===== src/rtl/i2c_eeprom_responder_pkg.sv =====
`default_nettype none
// ============================================================================
//  Module      : i2c_eeprom_responder_pkg
//  Description : Shared I2C definitions: responder state encoding, default
//                device address, control-byte constants, pointer helper.
//  Revision    : 1.0  initial release
// ============================================================================
package i2c_eeprom_responder_pkg;

  typedef enum logic [3:0] {
    ST_IDLE      = 4'd0,
    ST_DEV_ADDR  = 4'd1,
    ST_DEV_ACK   = 4'd2,
    ST_WORD_ADDR = 4'd3,
    ST_WORD_ACK  = 4'd4,
    ST_WR_DATA   = 4'd5,
    ST_WR_ACK    = 4'd6,
    ST_RD_DATA   = 4'd7,
    ST_RD_ACK    = 4'd8,
    ST_IGNORE    = 4'd9
  } state_t;

  localparam logic [6:0] C_DEV_ADDR_DEFAULT = 7'h50;
  localparam logic [7:0] C_CTRL_WR          = {C_DEV_ADDR_DEFAULT, 1'b0};
  localparam logic [7:0] C_CTRL_RD          = {C_DEV_ADDR_DEFAULT, 1'b1};

  // Word pointer advance with wrap at the last implemented location
  function automatic logic [3:0] ptr_next(input logic [3:0] ptr, input logic [3:0] last);
    return (ptr == last) ? 4'd0 : ptr + 4'd1;
  endfunction

endpackage
`default_nettype wire


===== src/rtl/i2c_eeprom_responder_bus_sync.sv =====
`default_nettype none
// ============================================================================
//  Module      : i2c_bus_sync
//  Description : Two-flop synchronisers for SCL/SDA plus history flops;
//                produces SCL edge strobes and START/STOP detection.
//  Revision    : 1.0  initial release
// ============================================================================
module i2c_bus_sync (
  input  logic CLK,
  input  logic RESET,
  input  logic scl_i,
  input  logic sda_i,
  output logic sda_o,
  output logic scl_rise_o,
  output logic scl_fall_o,
  output logic start_det_o,
  output logic stop_det_o
);

  logic scl_meta_q, scl_sync_q, scl_prev_q;
  logic sda_meta_q, sda_sync_q, sda_prev_q;

  // Synchronise both bus lines and keep one cycle of history; idle bus is high
  always_ff @(posedge CLK or posedge RESET) begin
    if (RESET) begin
      scl_meta_q <= 1'b1;
      scl_sync_q <= 1'b1;
      scl_prev_q <= 1'b1;
      sda_meta_q <= 1'b1;
      sda_sync_q <= 1'b1;
      sda_prev_q <= 1'b1;
    end else begin
      scl_meta_q <= scl_i;
      scl_sync_q <= scl_meta_q;
      scl_prev_q <= scl_sync_q;
      sda_meta_q <= sda_i;
      sda_sync_q <= sda_meta_q;
      sda_prev_q <= sda_sync_q;
    end
  end

  assign sda_o       = sda_sync_q;
  assign scl_rise_o  =  scl_sync_q & ~scl_prev_q;
  assign scl_fall_o  = ~scl_sync_q &  scl_prev_q;
  // SCL must be high on both samples so an SCL edge is never mistaken for START/STOP
  assign start_det_o = scl_sync_q & scl_prev_q &  sda_prev_q & ~sda_sync_q;
  assign stop_det_o  = scl_sync_q & scl_prev_q & ~sda_prev_q &  sda_sync_q;

endmodule
`default_nettype wire


===== src/rtl/i2c_eeprom_responder.sv =====
`default_nettype none
// ============================================================================
//  Module      : i2c_eeprom_responder
//  Description : I2C slave emulating a small byte-addressed EEPROM with
//                auto-incrementing word pointer and a debug read port.
//  Revision    : 1.0  initial release
// ============================================================================
module i2c_eeprom_responder
  import i2c_eeprom_responder_pkg::*;
#(
  parameter logic [6:0] DEV_ADDR  = C_DEV_ADDR_DEFAULT,
  parameter int         MEM_DEPTH = 16
) (
  input  logic       CLK,
  input  logic       RESET,
  input  logic       SCL_IN,
  input  logic       SDA_IN,
  output logic       SDA_OE,
  input  logic [3:0] DBG_ADDR,
  output logic [7:0] DBG_DATA,
  output logic       WR_STROBE,
  output logic       BUSY
);

  localparam logic [3:0] C_PTR_LAST = 4'(MEM_DEPTH - 1);

  logic sda_s, scl_rise, scl_fall, start_det, stop_det;

  i2c_bus_sync u_sync (
    .CLK         (CLK),
    .RESET       (RESET),
    .scl_i       (SCL_IN),
    .sda_i       (SDA_IN),
    .sda_o       (sda_s),
    .scl_rise_o  (scl_rise),
    .scl_fall_o  (scl_fall),
    .start_det_o (start_det),
    .stop_det_o  (stop_det)
  );

  state_t     state_q;
  logic [3:0] bitcnt_q;
  logic [3:0] ptr_q;
  logic [7:0] shreg_q;
  logic       rw_q;
  logic       sda_oe_q;
  logic       busy_q;
  logic       wr_strobe_q;
  logic [3:0] wr_addr_q;
  logic [7:0] wr_data_q;
  logic [7:0] mem_q [MEM_DEPTH];

  logic [7:0] rx_byte;
  logic [3:0] ptr_inc;
  logic       byte_done;

  assign rx_byte   = {shreg_q[6:0], sda_s};
  assign ptr_inc   = ptr_next(ptr_q, C_PTR_LAST);
  assign byte_done = (bitcnt_q == 4'd7);

  // Protocol FSM; memory commit lags WR_STROBE by one cycle so DBG_DATA shows the old byte during the pulse
  always_ff @(posedge CLK or posedge RESET) begin
    if (RESET) begin
      state_q     <= ST_IDLE;
      bitcnt_q    <= 4'd0;
      ptr_q       <= 4'd0;
      shreg_q     <= 8'h00;
      rw_q        <= 1'b0;
      sda_oe_q    <= 1'b0;
      busy_q      <= 1'b0;
      wr_strobe_q <= 1'b0;
      wr_addr_q   <= 4'd0;
      wr_data_q   <= 8'h00;
      for (int i = 0; i < MEM_DEPTH; i++) mem_q[i] <= 8'h00;
    end else begin
      wr_strobe_q <= 1'b0;
      if (wr_strobe_q) mem_q[wr_addr_q] <= wr_data_q;

      if (stop_det) begin
        state_q  <= ST_IDLE;
        bitcnt_q <= 4'd0;
        sda_oe_q <= 1'b0;
        busy_q   <= 1'b0;
      end else if (start_det) begin
        state_q  <= ST_DEV_ADDR;
        bitcnt_q <= 4'd0;
        sda_oe_q <= 1'b0;
      end else begin
        unique case (state_q)
          ST_IDLE, ST_IGNORE: begin
          end
          ST_DEV_ADDR: if (scl_rise) begin
            shreg_q  <= rx_byte;
            bitcnt_q <= bitcnt_q + 4'd1;
            if (byte_done) begin
              bitcnt_q <= 4'd0;
              if (rx_byte[7:1] == DEV_ADDR) begin
                state_q <= ST_DEV_ACK;
                rw_q    <= rx_byte[0];
                busy_q  <= 1'b1;
              end else begin
                state_q <= ST_IGNORE;
              end
            end
          end
          ST_WORD_ADDR: if (scl_rise) begin
            shreg_q  <= rx_byte;
            bitcnt_q <= bitcnt_q + 4'd1;
            if (byte_done) begin
              bitcnt_q <= 4'd0;
              ptr_q    <= rx_byte[3:0];
              state_q  <= ST_WORD_ACK;
            end
          end
          ST_WR_DATA: if (scl_rise) begin
            shreg_q  <= rx_byte;
            bitcnt_q <= bitcnt_q + 4'd1;
            if (byte_done) begin
              bitcnt_q    <= 4'd0;
              wr_strobe_q <= 1'b1;
              wr_addr_q   <= ptr_q;
              wr_data_q   <= rx_byte;
              ptr_q       <= ptr_inc;
              state_q     <= ST_WR_ACK;
            end
          end
          // First SCL fall asserts the ACK, the second (end of 9th pulse) releases it
          ST_DEV_ACK, ST_WORD_ACK, ST_WR_ACK: if (scl_fall) begin
            if (!sda_oe_q) begin
              sda_oe_q <= 1'b1;
            end else if (state_q == ST_DEV_ACK && rw_q) begin
              state_q  <= ST_RD_DATA;
              shreg_q  <= mem_q[ptr_q];
              sda_oe_q <= ~mem_q[ptr_q][7];
            end else begin
              sda_oe_q <= 1'b0;
              state_q  <= (state_q == ST_DEV_ACK) ? ST_WORD_ADDR : ST_WR_DATA;
            end
          end
          ST_RD_DATA: begin
            if (scl_rise) bitcnt_q <= bitcnt_q + 4'd1;
            if (scl_fall) begin
              if (bitcnt_q == 4'd8) begin
                sda_oe_q <= 1'b0;
                bitcnt_q <= 4'd0;
                state_q  <= ST_RD_ACK;
              end else begin
                shreg_q  <= {shreg_q[6:0], 1'b0};
                sda_oe_q <= ~shreg_q[6];
              end
            end
          end
          // bitcnt_q==1 marks "master ACKed, next byte loaded, drive on the coming fall"
          ST_RD_ACK: begin
            if (scl_rise) begin
              if (sda_s) begin
                state_q <= ST_IGNORE;
              end else begin
                ptr_q    <= ptr_inc;
                shreg_q  <= mem_q[ptr_inc];
                bitcnt_q <= 4'd1;
              end
            end else if (scl_fall && bitcnt_q == 4'd1) begin
              bitcnt_q <= 4'd0;
              sda_oe_q <= ~shreg_q[7];
              state_q  <= ST_RD_DATA;
            end
          end
          default: state_q <= ST_IDLE;
        endcase
      end
    end
  end

  assign SDA_OE    = sda_oe_q;
  assign WR_STROBE = wr_strobe_q;
  assign BUSY      = busy_q;
  assign DBG_DATA  = mem_q[DBG_ADDR];

endmodule
`default_nettype wire

===== config.mk =====
export PLATFORM = sky130hd
export DESIGN_NAME = i2c_eeprom_responder
export DESIGN_NICKNAME = d
export VERILOG_FILES = /design/src/rtl/i2c_eeprom_responder_pkg.sv /design/src/rtl/i2c_eeprom_responder_bus_sync.sv /design/src/rtl/i2c_eeprom_responder.sv
export SDC_FILE = /design/constraint.sdc
export NUM_CORES = 1
export LEC_CHECK = 0
export BUFFER_PORTS_ARGS = -buffer_cell sky130_fd_sc_hd__buf_2
export CAP_MARGIN = 5
export CORE_ASPECT_RATIO = 1.5
export CORE_MARGIN = 1.5
export CORE_UTILIZATION = 50
export CTS_CLUSTER_SIZE = 25
export DETAILED_ROUTE_END_ITERATION = 10
export GPL_ROUTABILITY_DRIVEN = 0
export PLACE_DENSITY = 0.68
export SYNTH_ARGS = -nofsm -noshare
export SYNTH_HDL_FRONTEND = slang
export SYNTH_HIERARCHICAL = 1
export SYNTH_SLANG_ARGS = --single-unit

===== constraint.sdc =====
create_clock -name CLK -period 6.6 [get_ports CLK]
set_clock_uncertainty 0.15 [all_clocks]
set_input_delay 0.99 -clock CLK [delete_from_list [all_inputs] [get_ports CLK]]
set_output_delay 0.99 -clock CLK [all_outputs]
set_load 0.01 [all_outputs]

## Word level (Yosys, flattened, before mapping)

Cells that the tools add are included.

- Logic and storage cells: 206
- Register bits after elaboration: 170

- $add $sub $neg: 2
- Bitwise logic cells: 20
- Equal/unequal tests: 44
- Reduce and logical (&&, ||, !) cells: 23
- Muxes and demuxes: 80
- Order comparisons: 5

Operators by type and width:

| operator | number |
|---|---|
| 2-to-1 mux 4 bit | 33 |
| bitwise mux 128 bit | 1 |
| 2-to-1 mux 8 bit | 15 |
| binary-select mux 8 bit (select 4 bit) | 3 |
| != test 4 bit, second input constant | 12 |
| demux 8 bit (select 4 bit) | 1 |
| case mux 8 bit (4 select lines) | 1 |
| case mux 4 bit (7 select lines) | 1 |
| case mux 4 bit (3 select lines) | 2 |
| != test 2 bit, second input constant | 11 |
| == test 4 x 3 -> 1 bit, second input constant | 5 |
| >= comparator 5 bit, second input constant | 4 |
| 2-to-1 mux 1 bit | 20 |
| NOT 4 -> 5 bit | 4 |
| == test 4 bit, second input constant | 4 |
| AND reduction 5 bit | 3 |
| AND reduction 13 bit | 1 |
| AND reduction 11 bit | 1 |
| != test 5 bit, second input constant | 2 |
| nonzero test 5 bit | 2 |
| NOT 1 bit | 9 |
| AND reduction 9 bit | 1 |
| adder 4 x 1 -> 4 bit, second input constant | 2 |
| == test 4 x 1 -> 1 bit, second input constant | 2 |
| 19 further kinds | 34 |

## Longest topological paths before layout

Gate-level depths: netlist of run 1.

- Word-level depth: 11
- Gate-level depth with buffers: 10

## Modules after synthesis

The synthesis of run 1 kept the hierarchy.

Modules (own cells, without submodules):

| module | instances | cells an instance | area an instance (um^2) |
|---|---|---|---|
| i2c_eeprom_responder | 1 | 827 | 10,402.5 |
| i2c_bus_sync | 1 | 11 | 193.9 |

## Worst setup path before layout of run 1

No wires, ideal clock.

- Path type: input -> output
- Start: in DBG_ADDR[1]
- End: out DBG_DATA[0]
- Data required time: 5.460 ns
- Stages: 5
- Buffers on the path: 3
- Arrival time: 2.542 ns
- Setup slack: 2.918 ns
- Cell sequence: clkbuf_1 buf_2 buf_2 mux4_2 mux4_2

- Longest elaborated chain between the ends: 4

RTL lines:

| element | RTL line | text |
|---|---|---|
| start, declared | i2c_eeprom_responder.sv:19 | `input logic [3:0] DBG_ADDR,` |
| NOT 4 -> 5 bit (not written as such) | i2c_eeprom_responder.sv:178 | `assign DBG_DATA = mem_q[DBG_ADDR];` |
| binary-select mux 8 bit (select 4 bit) | i2c_eeprom_responder.sv:178 |  |
| 2-to-1 mux 8 bit (not written as such) (2 in a row) | i2c_eeprom_responder.sv:178 |  |
| end, declared | i2c_eeprom_responder.sv:20 | `output logic [7:0] DBG_DATA,` |

No other way between the ends. The select of a mux whose other input is x is not followed.

## Final worst setup path of run 1

- Start: in DBG_ADDR[0]
- End: out DBG_DATA[3]

The elaborated chain is that of the path after synthesis.

==> results.md, run 1 <==
- R2R Setup Slk: roughly 3.1 ns
- Overall Global Routing Usage: roughly 28%
- Minimum clock period: 4.265 ns
- CP max-delay cell: buf_2
- PwrDens: around 350 mW/mm^2
- Crit path cell chain: buf_2 > mux4_2 > mux4_2 > buf_2
- CORE AREA: 0.02090 mm^2
- Die Wd: 121.9 um
- CTS tree: done
- Hold Crit Depth: 0
- Die height: 181.3 um
- Skew-Pair Late Insertion Delay: 0.45 ns
- CTS clock-pin slew for the worst setup and hold paths: 0.06 ns
- HP Class: reg2reg
- Resized cells post-CTS: 0
- Met3 WL post-DR: 1918 um
- Commonest non-fill, non-tap cells in the layout: dfrtp_1, mux2_2, mux4_2
- Top sig layer: met4
- Residual DRC: 0
- Total number of vias: 7584
- Mapped cell area: 0.01060 mm^2
- Tightest Pin Transition: 1.107 ns
- Most common cell after layout, fill and taps aside: dfrtp_1
- First-pass GRT wire length: 46110 um
- Ratio of cells with drive above 1 in the final layout: 39.79%
- Crit path DAT: 3.13 ns
- Largest net degree at the start of global routing: 58
- Hold_buf cts: 0
- Ant diodes: 0
- CP Class: in2out
- Hold path start: u_sync/sda_meta_q
- Cell Count, Final, Fillers Out: 1110
- Top_reg_cell synth: dfrtp_1
- Antenna violations before repair: 0
- Normalized max-slew margin: 26.21%
- Achievable Freq: approximately 230 MHz
- Total congestion overflow: 0
- Post-synth EDFFs: 0
- MaxCap Viol Count: 0
- Hold endpoint: u_sync/sda_o
- Fin nets: 841
- Vias in the first global route: between 7000 and 8000
- Placed cells: roughly 1100
- Die Footprint: ~0.022 mm^2
- Avg Vias per Cell: 6.832
- Area grow syn2layout: 8.431%
- Crit end category: primary output
- Routed wl met2: 14770 um
- Final hold viol count: 0
- Met1 Wirelength: approximately 11000 um
- Unrepaired setup endpoints after global routing: false
- Iteration-0 DRC Markers: 628
- Crit-path max FO: 32
- Drt total wl: a little under 30000 um
- Num CTS Buffers: 17
- Post-CTS setup buffers: 0
- Reg-to-Reg Start: ptr_q[1]
- Post-DP HPWL: 19360 um
- Filler cells: between 1500 and 2000
- Post-route ant nets: 0
- Avg Cell Area, Syn: roughly 13 um^2
- P_leak: 4.945 nW
- Top cell type by total area after synthesis: dfrtp_1
- Netlist cell types: 82
- FF-to-FF path depth: 9
- Max Slew Vio Count: 0
- YS warnings: 6
- First drt pass iteration count: 5
- Synth area leaders: dfrtp_1, mux4_2, mux2_2
- Std-Cell Rows: 65
- Area share of the largest cell type after synthesis: 38.73%
- H-tree levels: 4
- I/O Buffers: 18
- Routed wire per std cell: 26.39 um
- Syn Nets: 850
- Critical path launch point type: input pin
- Worst r2r dst: shreg_q[0]
- Initial Util: about half
- Final Setup Violations: 0
- Worst-case clock buffer depth: 2
- Yosys reg bits: 170
- Setup TNS Final: 0 ns
- Required @ worst endpoint: 5.46 ns
- Tcrit/Tclk final: 64.62%
- Root buffer cell: clkbuf_16
- IO Pins: 19
- Delay of the slowest cell on the worst path: 0.80 ns
- VDD IR max: 0.0003241 V
- Outcome: finished, final reports clean
- Post-synthesis cell count: 838
- Register area share after synthesis: between 40% and 50%
- Async set-reset flop share out of synthesis: 100.0%
- Clk sinks: 170
==> Yosys cell counts (4+ instances only) <==
library cell and n:
dfstp_2 6, a31oi_1 6, nand2b_1 11, buf_4 7, inv_1 10, mux2i_1 16
buf_2 25, nand2_1 50, nand3_1 24, nor2b_1 12, a22oi_1 11, o21ai_0 13
mux2_2 148, ha_1 4, dfrtp_1 164, nand3b_1 7, a21oi_1 33, nor3b_1 4
nand4_1 5, o22ai_1 8, o22a_1 5, buf_6 6, mux4_1 7, mux4_2 80
nor2_1 51, clkbuf_1 23, a211oi_1 6, nor3_1 11
==> metrics by stage <==
stage / power [W] / worst slack, ns / hold WS, ns / cell area (um^2) / util, %
2_1_floorplan: 0.002506 / 1.027 / 0.1952 / 10600 / -
6_report: 0.003984 / 2.335 / 0.2048 / 11490 / 54.97
3_5_place_dp: 0.002831 / 2.305 / 0.1973 / 10820 / 51.78
3_3_place_gp: 0.002812 / 2.366 / 0.1977 / 10820 / 51.78
4_1_cts: 0.003973 / 2.306 / 0.2061 / 11490 / 54.97
5_1_grt: 0.004168 / 2.208 / 0.2078 / 11490 / 54.97
==> worst max-delay path, delay by kind of cell <==
kind	cells	cell delay (ns)
multiplexers	2	1.13
buffers and inverters	2	0.96
==> kinds of logic after synthesis <==
kind of cell | after synthesis | synth area share [%]
DFF | 170 | 40.22
xor gates and xnor gates | 4 | 0.4016
and+or+nand+nor | 201 | 9.671
adders and majority gates | 5 | 0.5668
buffers and inverters | 78 | 3.955
muxes | 251 | 35.98
AOI/OAI and AO/OA | 129 | 9.210
==> worst max-delay path by stage <==
stage,slack (ns),end,from
6_report,2.34,DBG_DATA[3],DBG_ADDR[0]
5_1_grt,2.21,DBG_DATA[3],DBG_ADDR[0]
4_1_cts,2.31,DBG_DATA[3],DBG_ADDR[0]
3_5_place_dp,2.31,DBG_DATA[3],DBG_ADDR[0]
3_3_place_gp,2.37,DBG_DATA[6],DBG_ADDR[0]
2_1_floorplan,1.03,BUSY,RESET
==> metal layers <==
metal	track usage, %	vias up
met5	0	-
met1	34.59	3957
met3	5.871	100
met2	45.96	319
li1	-	3208
met4	16.42	0
==> area by class of cell <==
cell class | count | area, um^2 | area share (%)
Multi-Input combinational cell | 590 | 5929 | 51.61
Tap cell | 268 | 335.3 | 2.918
Sequential cell | 170 | 4264 | 37.11
Timing Repair Buffer | 39 | 247.7 | 2.156
Clock inverter | 12 | 220.2 | 1.917
Inverter | 11 | 46.29 | 0.4029
Clock buffer | 20 | 446.7 | 3.888
==> state kept, by name, indices dropped and copies added, names as in the netlist, 4 cells and up <==
signal     cells
ptr_q          4
wr_data_q      8
wr_addr_q      4
state_q        4
mem_q        128
bitcnt_q       4
shreg_q        8
==> power breakdown <==
part	internal (W)	switching, W	total (W)
Clock	0.000718	0.000423	0.00114
Combinational	0.000590	0.000988	0.00158
Sequential	0.00111	0.000153	0.00126
Note: power is estimated with default switching activity, not from simulation.
==> run 2: changes to the inputs <==
==> constraint.sdc (replaced) <==
create_clock -name CLK -period 4 [get_ports CLK]
set_clock_uncertainty 0.15 [all_clocks]
set_input_delay 0.6 -clock CLK [delete_from_list [all_inputs] [get_ports CLK]]
set_output_delay 0.6 -clock CLK [all_outputs]
set_load 0.01 [all_outputs]
==> results.md, run 2 (synthesis results as in run 1) <==
- Hold path start: SCL_IN
- Std-Cell Rows: 65 (unchanged)
- H-tree levels: 4 (unchanged)
- Total number of vias: 7588 (+0.053%)
- Skew-Pair Late Insertion Delay: 0.45 ns (about the same)
- Fin area: 0.01147 mm^2 (-0.17%)
- Largest net degree at the start of global routing: 165 (+180%)
- Combinational share of power: 40.7% (+1.1 points)
- Achievable Freq: 310.7 MHz
- Die height: 181.3 um (unchanged)
- Hold_buf cts: 0 (unchanged)
- Initial Util: 50.70% (unchanged)
- Normalized max-slew margin: 20.46% (-5.7 points)
- Vias in the first global route: 7590 (-3.4%)
- Minimum clock period: 3.219 ns
- CTS tree: done
- Post-CTS setup buffers: 0 (unchanged)
- Die Footprint: 0.02209 mm^2 (unchanged)
- Post-route ant nets: 0 (unchanged)
- CP Class: in2out
- Critical path launch point type: input pin
- Ant diodes: 0 (unchanged)
- Worst r2r dst: shreg_q[0]
- Placed cell area: 0.01086 mm^2 (+0.35%)
- CORE AREA: 0.02090 mm^2 (unchanged)
- Die Wd: 121.9 um (unchanged)
- Iteration-0 DRC Markers: 800 (+27%)
- Sw frac: 40.48% (+1.2 points)
- Required @ worst endpoint: 3.25 ns (-2.21 ns)
- Crit end category: primary output
- Crit-path max FO: 20 (-38%)
- Reg-to-Reg Start: ptr_q[0]
- Tcrit/Tclk final: 80.47%
- Avg Vias per Cell: 6.842 (+0.14%)
- Switching pwr: 0.002617 W (+67%)
- Clk sinks: 170 (unchanged)
- Max Slew Vio Count: 0 (unchanged)
- Commonest non-fill, non-tap cells in the layout: dfrtp_1, mux2_2, mux4_2
- HP Class: in2reg
- PnR Total Power: 0.006465 W (+62%)
- First-pass GRT wire length: 45770 um (-0.72%)
- Num CTS Buffers: 17 (unchanged)
- Largest Register: mem_q
- Overall Global Routing Usage: 28.12% (-0.17 points)
- Final Setup Violations: 0 (unchanged)
- Filler cells: 1710 (unchanged)
- PwrDens: 563.6 mW/mm^2 (+63%)
- Residual DRC: 0 (unchanged)
- Area grow syn2layout: 8.242%
- Outcome: finished, final reports clean
- FF-to-FF path depth: 7 (-2)
- Internal power: 0.003847 W (+59%)
- Drt total wl: 29410 um (+0.37%)
- Flop pwr share: 32.8% (+1.1 points)
- Final hold viol count: 0 (unchanged)
- Root buffer cell: clkbuf_16
- Worst-case clock buffer depth: 2 (unchanged)
- Max reg flops: 128 (unchanged)
- Hold Crit Depth: 1 (+1)
- Largest regs: mem_q: 128 flops, shreg_q: 8 flops, wr_data_q: 8 flops
- Hold endpoint: u_sync/scl_meta_q
- Most common cell after layout, fill and taps aside: dfrtp_1
- Routed wire per std cell: 26.52 um (+0.46%)
- Setup TNS Final: 0 ns (unchanged)
- Tightest Pin Transition: 1.189 ns (+0.08182 ns)
- Clock share of power: 26.5% (-2.2 points)
- R2R Setup Slk: 0.97 ns (-2.15 ns)
- Unrepaired setup endpoints after global routing: false
- Ratio of cells with drive above 1 in the final layout: 39.83% (+0.047 points)
- Antenna violations before repair: 0 (unchanged)
- Resized cells post-CTS: 0 (unchanged)
- Total congestion overflow: 0 (unchanged)
- First drt pass iteration count: 6 (+1)
- Fin nets: 840 (-0.12%)
- IO Pins: 19 (unchanged)
- I/O Buffers: 18 (unchanged)
- VDD IR max: 0.0003495 V (+7.8%)
- Crit path DAT: 2.47 ns (-0.66 ns)
- P_leak: 4.922 nW (-0.46%)
- Post-DP HPWL: 19370 um (about the same)
- MaxCap Viol Count: 0 (unchanged)
- CTS clock-pin slew for the worst setup and hold paths: 0.06 ns (about the same)
==> run 2: cell count changes in the layout (fill, tap and decap cells not counted), sizes merged <==
| cell | previous run | this run |
|---|---|---|
| clkinv | 5 | 4 |
| buf | 39 | 38 |
| clkinvlp | 1 | 3 |
| bufinv | 6 | 2 |
| clkbuf | 20 | 23 |
==> run 2: final cells by class <==
class	instances	area (um^2)	area share [%]
inverter	11	45.04	0.3927
sequential	170	4264	37.18
clock buffer	23	498.0	4.342
clock inverter	9	111.4	0.9709
tap	268	335.3	2.924
timing repair buffer	38	277.8	2.422
multi-input combinational	590	5938	51.77
==> run 2: worst max-delay path by stage <==
| stage | startpoint | to | slack (ns) | depth (start not counted) |
|---|---|---|---|---|
| 6_report | DBG_ADDR[0] | DBG_DATA[6] | 0.78 | 5 |
| 5_1_grt | DBG_ADDR[0] | DBG_DATA[6] | 0.70 | 5 |
| 4_1_cts | DBG_ADDR[0] | DBG_DATA[6] | 0.78 | 5 |
| 3_5_place_dp | DBG_ADDR[0] | DBG_DATA[6] | 0.77 | 5 |
| 3_3_place_gp | DBG_ADDR[0] | DBG_DATA[6] | 0.79 | 5 |
| 2_1_floorplan | DBG_ADDR[1] | DBG_DATA[0] | 1.10 | 5 |
==> run 2: critical path: stages <==
cell	delay [ns]
buf_2	0.37
buf_12	0.26
mux4_2	0.53
mux4_2	0.52
buf_2	0.17
==> run 2: power by group through the flow <==
| stage | Clock (W) | Combinational [W] | Sequential, W |
|---|---|---|---|
| 2_1_floorplan | 0 | 0.00218 | 0.00195 |
| 3_3_place_gp | 0 | 0.00256 | 0.00214 |
| 3_5_place_dp | 0 | 0.00259 | 0.00215 |
| 4_1_cts | 0.00174 | 0.00259 | 0.00211 |
| 5_1_grt | 0.00181 | 0.00279 | 0.00214 |
| 6_report | 0.00172 | 0.00263 | 0.00212 |
==> run 2: per-stage QoR <==
stage          hold slack [ns]  utilization [%]  worst slack, ns  instances
4_1_cts                0.09229            54.88           0.7763       1109
3_3_place_gp            0.1965            51.96           0.7921       1077
2_1_floorplan           0.1952                -            1.098        838
6_report               0.09704            54.88           0.7813       1109
3_5_place_dp            0.2010            51.96           0.7706       1077
5_1_grt                0.09284            54.88           0.7019       1109
==> run 2: routing by layer <==
metal	wire length, um	GRT usage (%)	vias up	share of wire (%)
li1	-	-	3220	-
met1	11110	34.90	3928	38
met2	14900	45.64	338	51
met3	1734	5.619	102	5.9
met4	1662	15.62	0	5.7
met5	0	0	-	0
